`config.mk`:
```
export PLATFORM = sky130hd
export DESIGN_NAME = rram_phase_seq_flat
export DESIGN_NICKNAME = d
export VERILOG_FILES = /design/src/rtl/rram_phase_seq_if.sv /design/src/rtl/rram_phase_seq.sv /design/src/flat_wrapper.sv
export SDC_FILE = /design/constraint.sdc
export NUM_CORES = 1
export LEC_CHECK = 0
export BUFFER_PORTS_ARGS = -buffer_cell sky130_fd_sc_hd__buf_2
export CAP_MARGIN = 15
export CELL_PAD_IN_SITES_DETAIL_PLACEMENT = 0
export CELL_PAD_IN_SITES_GLOBAL_PLACEMENT = 1
export CORE_MARGIN = 2
export CORE_UTILIZATION = 38
export DETAILED_ROUTE_END_ITERATION = 6
export PLACE_DENSITY_LB_ADDON = 0.05
export SYNTH_ARGS = -nofsm -noshare
export SYNTH_HDL_FRONTEND = slang
export SYNTH_SLANG_ARGS = --single-unit
```
`constraint.sdc`:
```
create_clock -name clk -period 2.2 [get_ports clk]
set_input_delay 0.22 -clock clk [delete_from_list [all_inputs] [get_ports clk]]
set_output_delay 0.22 -clock clk [all_outputs]
set_load 0.05 [all_outputs]
```
`src/rtl/rram_phase_seq_if.sv`:
```
// Handshake and tile-drive bundle between the training controller and rram_phase_seq.
// RRAM_ABORT_EN adds the controller-driven abort line.
interface rram_phase_seq_if #(
  parameter int ROWS = 12,
  parameter int COLS = 12
);
  logic            start;
  logic [ROWS-1:0] ff_row_mask;
  logic [ROWS-1:0] wl;
  logic [ROWS-1:0] sl;
  logic [COLS-1:0] bl;
  logic            set;
  logic            back;
  logic            label;
  logic            busy;
  logic            done;
  logic [2:0]      phase;
`ifdef RRAM_ABORT_EN
  logic            abort;

  modport master (output start, ff_row_mask, abort,
                  input  wl, sl, bl, set, back, label, busy, done, phase);
  modport slave  (input  start, ff_row_mask, abort,
                  output wl, sl, bl, set, back, label, busy, done, phase);
`else
  modport master (output start, ff_row_mask,
                  input  wl, sl, bl, set, back, label, busy, done, phase);
  modport slave  (input  start, ff_row_mask,
                  output wl, sl, bl, set, back, label, busy, done, phase);
`endif
endinterface

```
`src/rtl/rram_phase_seq.sv`:
```
// Training-pass sequencer for one RRAM crossbar tile: WL enable, SET, feed-forward, error, thermometer update.
// Optional feature macro RRAM_ABORT_EN: abort input forces an in-progress pass straight to DONE.
module rram_phase_seq #(
  parameter int ROWS      = 12,
  parameter int COLS      = 12,
  parameter int PHASE_CYC = 10,
  parameter int UPD_INC   = 4,
  parameter int CNT_W     = 8
) (
  input logic          clk,
  input logic          rst_n,
  rram_phase_seq_if.slave bus
);
  localparam int                 N_STEP   = (COLS + UPD_INC - 1) / UPD_INC;
  localparam int                 K_W      = $clog2(N_STEP + 1);
  localparam logic [CNT_W-1:0]   CNT_LAST = CNT_W'(PHASE_CYC - 1);
  localparam logic [K_W-1:0]     K_LAST   = K_W'(N_STEP);

  typedef enum logic [2:0] {
    IDLE    = 3'd0,
    WL_ON   = 3'd1,
    INIT    = 3'd2,
    FEED    = 3'd3,
    ERR     = 3'd4,
    UPDATE  = 3'd5,
    UPD_END = 3'd6,
    DONE    = 3'd7
  } state_t;

  state_t           r_state, w_state;
  logic [CNT_W-1:0] r_cnt, w_cnt;
  logic [K_W-1:0]   r_k, w_k;
  logic [ROWS-1:0]  r_mask, w_mask;
  logic [ROWS-1:0]  r_wl, w_wl, r_sl, w_sl;
  logic [COLS-1:0]  r_bl, w_bl;
  logic             r_set, w_set, r_back, w_back, r_label, w_label;
  logic             r_busy, w_busy, r_done, w_done;
  logic             w_step_end, w_abort;

  // Sub-step k drives min((k+1)*UPD_INC, COLS) low bitlines; the last sub-step releases them all.
  function automatic logic [COLS-1:0] therm(input logic [K_W-1:0] k);
    logic [COLS-1:0] t;
    int              lim;
    t   = '0;
    lim = (int'(k) + 1) * UPD_INC;
    if (k != K_LAST) begin
      for (int i = 0; i < COLS; i++) t[i] = (i < lim);
    end
    return t;
  endfunction

`ifdef RRAM_ABORT_EN
  assign w_abort = bus.abort;
`else
  assign w_abort = 1'b0;
`endif

  assign w_step_end = (r_cnt == CNT_LAST);

  always_comb begin
    w_state = r_state;
    w_cnt   = r_cnt;
    w_k     = r_k;
    w_mask  = r_mask;
    case (r_state)
      IDLE: begin
        if (bus.start) begin
          w_state = WL_ON;
          w_mask  = bus.ff_row_mask;
          w_cnt   = '0;
          w_k     = '0;
        end
      end
      DONE: w_state = IDLE;
      default: begin
        if (w_abort) begin
          w_state = DONE;
          w_cnt   = '0;
          w_k     = '0;
        end else if (!w_step_end) begin
          w_cnt = r_cnt + 1'b1;
        end else begin
          w_cnt = '0;
          case (r_state)
            WL_ON:   w_state = INIT;
            INIT:    w_state = FEED;
            FEED:    w_state = ERR;
            ERR: begin
              w_state = UPDATE;
              w_k     = '0;
            end
            UPDATE: begin
              if (r_k == K_LAST) w_state = UPD_END;
              else               w_k     = r_k + 1'b1;
            end
            UPD_END: w_state = DONE;
            default: w_state = IDLE;
          endcase
        end
      end
    endcase
  end

  // Outputs are decoded from the next state so they register on the same edge as the transition.
  always_comb begin
    w_wl    = '0;
    w_sl    = '0;
    w_bl    = '0;
    w_set   = 1'b0;
    w_back  = 1'b0;
    w_label = 1'b0;
    w_busy  = 1'b0;
    w_done  = 1'b0;
    case (w_state)
      WL_ON: begin
        w_wl   = '1;
        w_busy = 1'b1;
      end
      INIT: begin
        w_wl   = '1;
        w_set  = 1'b1;
        w_bl   = '1;
        w_busy = 1'b1;
      end
      FEED: begin
        w_wl   = '1;
        w_sl   = w_mask;
        w_busy = 1'b1;
      end
      ERR, UPD_END: begin
        w_wl    = '1;
        w_sl    = w_mask;
        w_label = 1'b1;
        w_busy  = 1'b1;
      end
      UPDATE: begin
        w_wl    = '1;
        w_sl    = w_mask;
        w_label = 1'b1;
        w_back  = 1'b1;
        w_bl    = therm(w_k);
        w_busy  = 1'b1;
      end
      DONE:    w_done = 1'b1;
      default: ;
    endcase
  end

  always_ff @(posedge clk) begin
    if (!rst_n) begin
      r_state <= IDLE;
      r_cnt   <= '0;
      r_k     <= '0;
      r_mask  <= '0;
      r_wl    <= '0;
      r_sl    <= '0;
      r_bl    <= '0;
      r_set   <= 1'b0;
      r_back  <= 1'b0;
      r_label <= 1'b0;
      r_busy  <= 1'b0;
      r_done  <= 1'b0;
    end else begin
      r_state <= w_state;
      r_cnt   <= w_cnt;
      r_k     <= w_k;
      r_mask  <= w_mask;
      r_wl    <= w_wl;
      r_sl    <= w_sl;
      r_bl    <= w_bl;
      r_set   <= w_set;
      r_back  <= w_back;
      r_label <= w_label;
      r_busy  <= w_busy;
      r_done  <= w_done;
    end
  end

  assign bus.wl    = r_wl;
  assign bus.sl    = r_sl;
  assign bus.bl    = r_bl;
  assign bus.set   = r_set;
  assign bus.back  = r_back;
  assign bus.label = r_label;
  assign bus.busy  = r_busy;
  assign bus.done  = r_done;
  assign bus.phase = r_state;
endmodule
```
`src/flat_wrapper.sv`:
```
// flat-port wrapper written by rule: the top's interface ports become plain ports
module rram_phase_seq_flat 
#(
  parameter int ROWS      = 12,
  parameter int COLS      = 12,
  parameter int PHASE_CYC = 10,
  parameter int UPD_INC   = 4,
  parameter int CNT_W     = 8
)
  (clk, rst_n, bus_start, bus_ff_row_mask, bus_wl, bus_sl, bus_bl, bus_set, bus_back, bus_label, bus_busy, bus_done, bus_phase);
  rram_phase_seq_if #(.ROWS(ROWS), .COLS(COLS)) bus_i ();
  input logic clk;
  input logic rst_n;
  input wire logic [$bits(bus_i.start)-1:0] bus_start;
  input wire logic [$bits(bus_i.ff_row_mask)-1:0] bus_ff_row_mask;
  output wire logic [$bits(bus_i.wl)-1:0] bus_wl;
  output wire logic [$bits(bus_i.sl)-1:0] bus_sl;
  output wire logic [$bits(bus_i.bl)-1:0] bus_bl;
  output wire logic [$bits(bus_i.set)-1:0] bus_set;
  output wire logic [$bits(bus_i.back)-1:0] bus_back;
  output wire logic [$bits(bus_i.label)-1:0] bus_label;
  output wire logic [$bits(bus_i.busy)-1:0] bus_busy;
  output wire logic [$bits(bus_i.done)-1:0] bus_done;
  output wire logic [$bits(bus_i.phase)-1:0] bus_phase;
  assign bus_i.start = bus_start;
  assign bus_i.ff_row_mask = bus_ff_row_mask;
  assign bus_wl = bus_i.wl;
  assign bus_sl = bus_i.sl;
  assign bus_bl = bus_i.bl;
  assign bus_set = bus_i.set;
  assign bus_back = bus_i.back;
  assign bus_label = bus_i.label;
  assign bus_busy = bus_i.busy;
  assign bus_done = bus_i.done;
  assign bus_phase = bus_i.phase;
  rram_phase_seq #(.ROWS(ROWS), .COLS(COLS), .PHASE_CYC(PHASE_CYC), .UPD_INC(UPD_INC), .CNT_W(CNT_W)) u_core (.clk(clk), .rst_n(rst_n), .bus(bus_i));
endmodule
```
==> run_results.csv, run 1 <==
group,metric,value,unit
die,die_width,76.7,um
global_route,grt_start_max_net_pins,18,
place,placed_area,2240,um2
logic_synthesis,synth_area,2010,um2
die,core,5110,um2
place,place_ws,32.0,ps
die,dieHeight,76.7,um
routing,wl_per_cell,12.7,um
cells_and_area,regArea,907,um2
critical_path,cp_slowest_stage_delay,460,ps
timing,slew_headroom,71.4,%
routing,routed_wl,4110,um
timing,period_needed,2120,ps
cells_and_area,layout.nets,272,
routing,dr.pass1.iters,4,
critical_path,slowest_stage,"or3_4",
clocking,clockRootBuffer,"clkbuf_8",
timing,tightest_slew,427,ps
routing,via_per_inst,4.83,
logic_synthesis,synth.net_count,228,
global_route,grt_pass1_wl,6760,um
power,clkPwrFrac,33.0,%
clocking,cts_tree,"yes",
power,internal_power,1.12,mW
status,outcome,"complete, no violations",
timing,setup-violations-final,0,
logic_synthesis,ys_ff_latch,45,
cells_and_area,fill_cells,516,
timing,finClkSkew,3.84,ps
critical_path,critPathLaunchType,"flip-flop",
die,die_area,5880,um2
place,io_buffers,58,
clocking,clk_pin_slew,90,ps
critical_path,crit_chain,"inv_1, ha_1, nor4b_4, buf_4, and2_4, a311o_2, or3_4, a21oi_1",
power,ir_drop,0.000350,V
cells_and_area,antenna_cells,0,
timing,setup_tns,0,ps
power,leakage,1.12,nW
critical_path,critPathTopFamily,"simple AND/OR/NAND/NOR gates",
timing,max_freq,472,MHz
logic_synthesis,synth_most_common_cell,"dfxtp_1",
critical_path,cp_max_fo,6,
global_route,grt-ovfl-total,0,
die,io_pins,59,
critical_path,cp.arrival,2350,ps
clocking,cts.path.max_buffers,2,
die,rows,26,
cells_and_area,final_design_area_no_fill,2370,um2
run,cap_violations,0,
logic_synthesis,syn_avg_cell_area,9.61,um2
timing,fin_ws,80.8,ps
cells_and_area,multi_input_area,902,um2
global_route,gr-usage-all-layers,14.5,%
global_route,antenna_found_initial,0,
logic_synthesis,synthArstFlopShare,0,%
logic_synthesis,ys_warn_count,0,
power,swShare,27.6,%
place,gp_congestion,0.847,
global_route,grt_pass1_vias,1458,
critical_path,crit_type,"flip-flop to flip-flop",
clocking,clock_latency,300,ps
logic_synthesis,synth.top_cell.area_share,44.9,%
clocking,ctsHoldBuffers,0,
logic_synthesis,synth_flop_cell,"dfxtp_1",
clocking,cts.sinks,45,
cells_and_area,area_growth,18.1,%
timing,period_share,96.3,%
power,p_switching,0.428,mW
logic_synthesis,netlist_instances,209,
timing,slew_violations,0,
clocking,h-tree-depth,2,
min_path,hold_path.class,"input port to flip-flop",
routing,drc,0,
critical_path,crit_required,2440,ps
critical_path,critPathBufInv,2,
logic_synthesis,synth_seq_area_share,44.9,%
timing,hold_viol,0,
clocking,cts_made_buffers,5,
power,seq_power_share,54.2,%
die,start_util,39.3,%
logic_synthesis,synth_cell_types,43,
place,hpwl,2940,um
routing,vias,1565,
routing,antenna_left,0,
logic_synthesis,synth_area_leaders,"dfxtp_1, buf_4, nor2b_1",
power,power_density,654,nW/um2
logic_synthesis,synth-edff-count,0,
critical_path,cp-end-kind,"flip-flop",
cells_and_area,drive_gt1_share,36.6,%
timing,rsz0062_at_grt,"false",
routing,drt_iter0_drc,104,
logic_synthesis,synthTopCellsByCount,"dfxtp_1, buf_4, nor2b_1",
power,combPwrFrac,12.8,%
logic_synthesis,yosys.area.top_type,"dfxtp_1",
-- tightest hold or removal path, cell delays in order --
cell     delay (ps)
buf_2            80
mux2i_1          70
nor2b_1         100
-- cells by family (layout without fill, tap and decap cells) --
logic type	count (synthesis)	after routing	synth area share (%)
compound gates	45	45	14.6
xor+xnor	1	1	0.436
fa+ha+maj	4	4	2.49
buf+inv	38	82	11.7
flops	45	45	44.9
mux	13	13	6.48
simple gates	63	64	19.4
-- final cells by class --
| cell class | instances | area share [%] |
|---|---|---|
| repair buffers | 67 | 15.1 |
| clock inverters | 3 | 0.949 |
| inverters | 7 | 1.11 |
| clock buffers | 5 | 2.90 |
| flip-flops and latches | 45 | 38.2 |
| multi-input cells | 127 | 38.0 |
| well taps | 70 | 3.69 |
-- power groups by stage --
stage | sequential (mW) | clock (mW) | combinational (mW)
after global routing | 0.845 | 0.582 | 0.212
after detailed placement | 0.860 | 0 | 0.194
after CTS | 0.841 | 0.531 | 0.196
after global placement | 0.859 | 0 | 0.192
after floorplan | 0.868 | 0 | 0.152
final | 0.841 | 0.512 | 0.198
-- sequential cells by signal, indices dropped and copies added, names as in the netlist --
signal,count
u_core.r_k,2
u_core.r_mask,12
u_core.bus.label,1
u_core.bus.phase,3
u_core.bus.done,1
u_core.bus.sl,12
u_core.bus.back,1
u_core.r_cnt,8
u_core.bus.bl,3
u_core.bus.wl,1
u_core.bus.set,1
-- cells in the final DEF, fill, tap and decap left out, types with 3 or more instances in the layout --
master    Yosys  layout
dfxtp_1      45      40
a21oi_2       0       3
ha_1          4       4
nor3b_1       4       4
nand2_1       6       6
buf_4        21       9
and2_1        4       4
nor2_1        7       7
nand3_1       6       6
nor2b_1      21      21
inv_1         7       7
and3_1        5       5
dfxtp_2       0       5
buf_2         4      58
clkbuf_8      0       5
mux2i_1      13      13
o21ai_0       8       8
a21oi_1      18      15
a21boi_0      3       3
-- routing by layer --
metal,vias up,track usage (%),share of wire (%)
met5,-,0,0
met4,0,6.55,1.4
met3,5,3.41,4.8
met2,48,24.5,48
met1,725,17.4,46
li1,787,-,-
-- stage by stage --
step / power, mW / cells / utilization, % / hold slack (ps)
6_report: 1.55 / 324 / 46.4 / 201
5_1_grt: 1.64 / 324 / 46.4 / 188
4_1_cts: 1.57 / 323 / 45.8 / 193
3_5_place_dp: 1.05 / 314 / 43.9 / 501
3_3_place_gp: 1.05 / 314 / 43.9 / 492
2_1_floorplan: 1.02 / 209 / - / 348
-- worst paths after layout --
kind,from,to,slack (ps),cells after the start
worst min register to register,u_core.r_mask[6],u_core.r_mask[6],520,2
worst max register to register,u_core.r_cnt[1],u_core.bus.sl[8],80,8
worst max-delay path,u_core.r_cnt[1],u_core.bus.sl[8],80,8
worst min-delay path,bus_ff_row_mask[1],u_core.r_mask[1],200,3
-- repair_timing --
action                                  CTS  global route
resized for setup                         0             8
endpoints found under the setup margin    1            15
pin swaps                                 1             2
setup buffers                             1             0
cloned                                    0             1
Power figures use the tool's default switching activity.
==> inputs of run 2 (changes only) <==
--- a/config.mk
+++ b/config.mk
@@ -12,6 +12,7 @@
 export CORE_MARGIN = 2
 export CORE_UTILIZATION = 38
 export DETAILED_ROUTE_END_ITERATION = 6
+export MAX_ROUTING_LAYER = met4
 export PLACE_DENSITY_LB_ADDON = 0.05
 export SYNTH_ARGS = -nofsm -noshare
 export SYNTH_HDL_FRONTEND = slang
==> run 2 against run 1 <==
Effect of this change:
- largest power group unchanged
- die area unchanged
- critical path type unchanged
- non-clock buffer count is the same
- highest routed layer unchanged
- utilization is the same
- final area unchanged
- wire length down 0.19%
==> run_results.csv, run 2 (synthesis gave the netlist of run 1 again) <==
group,metric,value,unit
cells_and_area,drive_gt1_share,36.6,%
timing,max_freq,473,MHz
routing,antenna_left,0,
global_route,grt_use_met3,3.18,%
critical_path,r2r_end,"u_core.bus.sl[8]",
global_route,grt_start_max_net_pins,18,
timing,setup_tns,0,ps
min_path,hold_path.class,"input port to flip-flop",
cells_and_area,area_growth,18.1,%
cells_and_area,regArea,907,um2
routing,routed_wl,4110,um
clocking,ctsHoldBuffers,0,
power,leakage,1.12,nW
status,outcome,"complete, no violations",
cells_and_area,final_cells,324,
clocking,cts_tree,"yes",
place,hpwl,2940,um
die,die_width,76.7,um
timing,slew_headroom,71.4,%
clocking,clock_latency,300,ps
die,die_area,5880,um2
clocking,clockRootBuffer,"clkbuf_8",
timing,hold_viol,0,
clocking,clk_pin_slew,80,ps
cells_and_area,mostFrequentLayoutCells,"buf_2, dfxtp_1, nor2b_1",
critical_path,critPathLaunchType,"flip-flop",
routing,drt_iter0_drc,100,
timing,setup-violations-final,0,
global_route,use_met1,17.5,%
die,rows,26,
critical_path,cp.arrival,2350,ps
power,power_density,654,nW/um2
critical_path,cp-end-kind,"flip-flop",
routing,dr.pass1.iters,4,
critical_path,crit_required,2440,ps
global_route,top_usage_layer,"met2",
clocking,h-tree-depth,2,
routing,via_per_inst,4.83,
timing,finClkSkew,3.27,ps
place,io_buffers,58,
critical_path,rr_worst_depth,8,
timing,period_share,96.1,%
global_route,gr-usage-all-layers,14.9,%
global_route,grt-ovfl-total,0,
cells_and_area,multi_input_area,902,um2
timing,period_needed,2120,ps
place,gp_congestion,0.860,
cells_and_area,layout_commonest_cell,"buf_2",
critical_path,reg2reg_from,"u_core.r_cnt[1]",
clocking,cts_made_buffers,5,
clocking,cts.sinks,45,
routing,drc,0,
critical_path,worst-r2r-setup-slack,80,ps
critical_path,critPathCapture,"u_core.bus.sl[8]",
critical_path,cp_max_fo,6,
critical_path,crit_type,"flip-flop to flip-flop",
power,power,1.55,mW
global_route,grt_pass1_vias,1458,
global_route,grt_pass1_wl,6760,um
critical_path,startpoint,"u_core.r_cnt[1]",
timing,slew_violations,0,
die,core,5110,um2
timing,rsz0062_at_grt,"false",
die,io_pins,59,
cells_and_area,layout.nets,272,
cells_and_area,fill_cells,516,
routing,wl_per_cell,12.7,um
place,dp_cells,314,
timing,tightest_slew,427,ps
clocking,cts.path.max_buffers,2,
global_route,antenna_found_initial,0,
global_route,grt_util_met2,24.5,%
run,cap_violations,0,
routing,vias,1565,
die,dieHeight,76.7,um
power,ir_drop,0.000349,V
die,start_util,39.3,%
cells_and_area,antenna_cells,0,
==> run 2: worst min path at each step <==
stage,from,end,slack [ps],cells after the start
floorplan,rst_n,u_core.r_cnt[0],350,1
global placement,u_core.r_mask[3],u_core.r_mask[3],490,2
detailed placement,u_core.r_mask[3],u_core.r_mask[3],500,2
CTS,bus_ff_row_mask[1],u_core.r_mask[1],190,3
global route,bus_ff_row_mask[1],u_core.r_mask[1],190,3
finish,bus_ff_row_mask[1],u_core.r_mask[1],200,3
==> run 2: what timing repair did <==
action                     in CTS  in global routing
resized for setup               0                  8
setup endpoints to repair       1                 15
buffers inserted                1                  0
gates cloned                    0                  1
pin swaps                       1                  2
==> run 2: layout make-up <==
| cell class | instances | area share, % |
|---|---|---|
| clock buffers | 5 | 2.90 |
| clock inverters | 3 | 0.949 |
| inverters | 7 | 1.11 |
| multi-input cells | 127 | 38.0 |
| flip-flops and latches | 45 | 38.2 |
| well taps | 70 | 3.69 |
| repair buffers | 67 | 15.1 |
==> run 2: routing by layer <==
metal	share of wire (%)	vias to the layer above	wire, um
met5	0	-	0
li1	-	787	-
met4	1.4	0	57
met3	4.4	5	180
met1	46	725	1880
met2	48	48	1990
==> run 2: metrics by stage <==
step,worst slack [ps],hold slack [ps],instance area (um2),utilization (%)
2_1_floorplan,30.3,348,2010,-
4_1_cts,8.18,193,2340,45.8
6_report,84.8,201,2370,46.4
3_3_place_gp,104,492,2240,43.9
3_5_place_dp,32.0,501,2240,43.9
5_1_grt,13.7,188,2370,46.4
==> run 2: worst max-delay path, cell delays in order (launching register included) <==
cell     delay, ps
dfxtp_2        350
inv_1           50
ha_1           180
nor4b_4        130
buf_4          160
and2_4         160
a311o_2        420
or3_4          460
a21oi_1        140
==> run 2: power breakdown <==
group | total [mW] | switching, mW | internal (mW)
clock network | 0.512 | 0.287 | 0.225
logic | 0.198 | 0.131 | 0.0663
registers | 0.841 | 0.00899 | 0.832
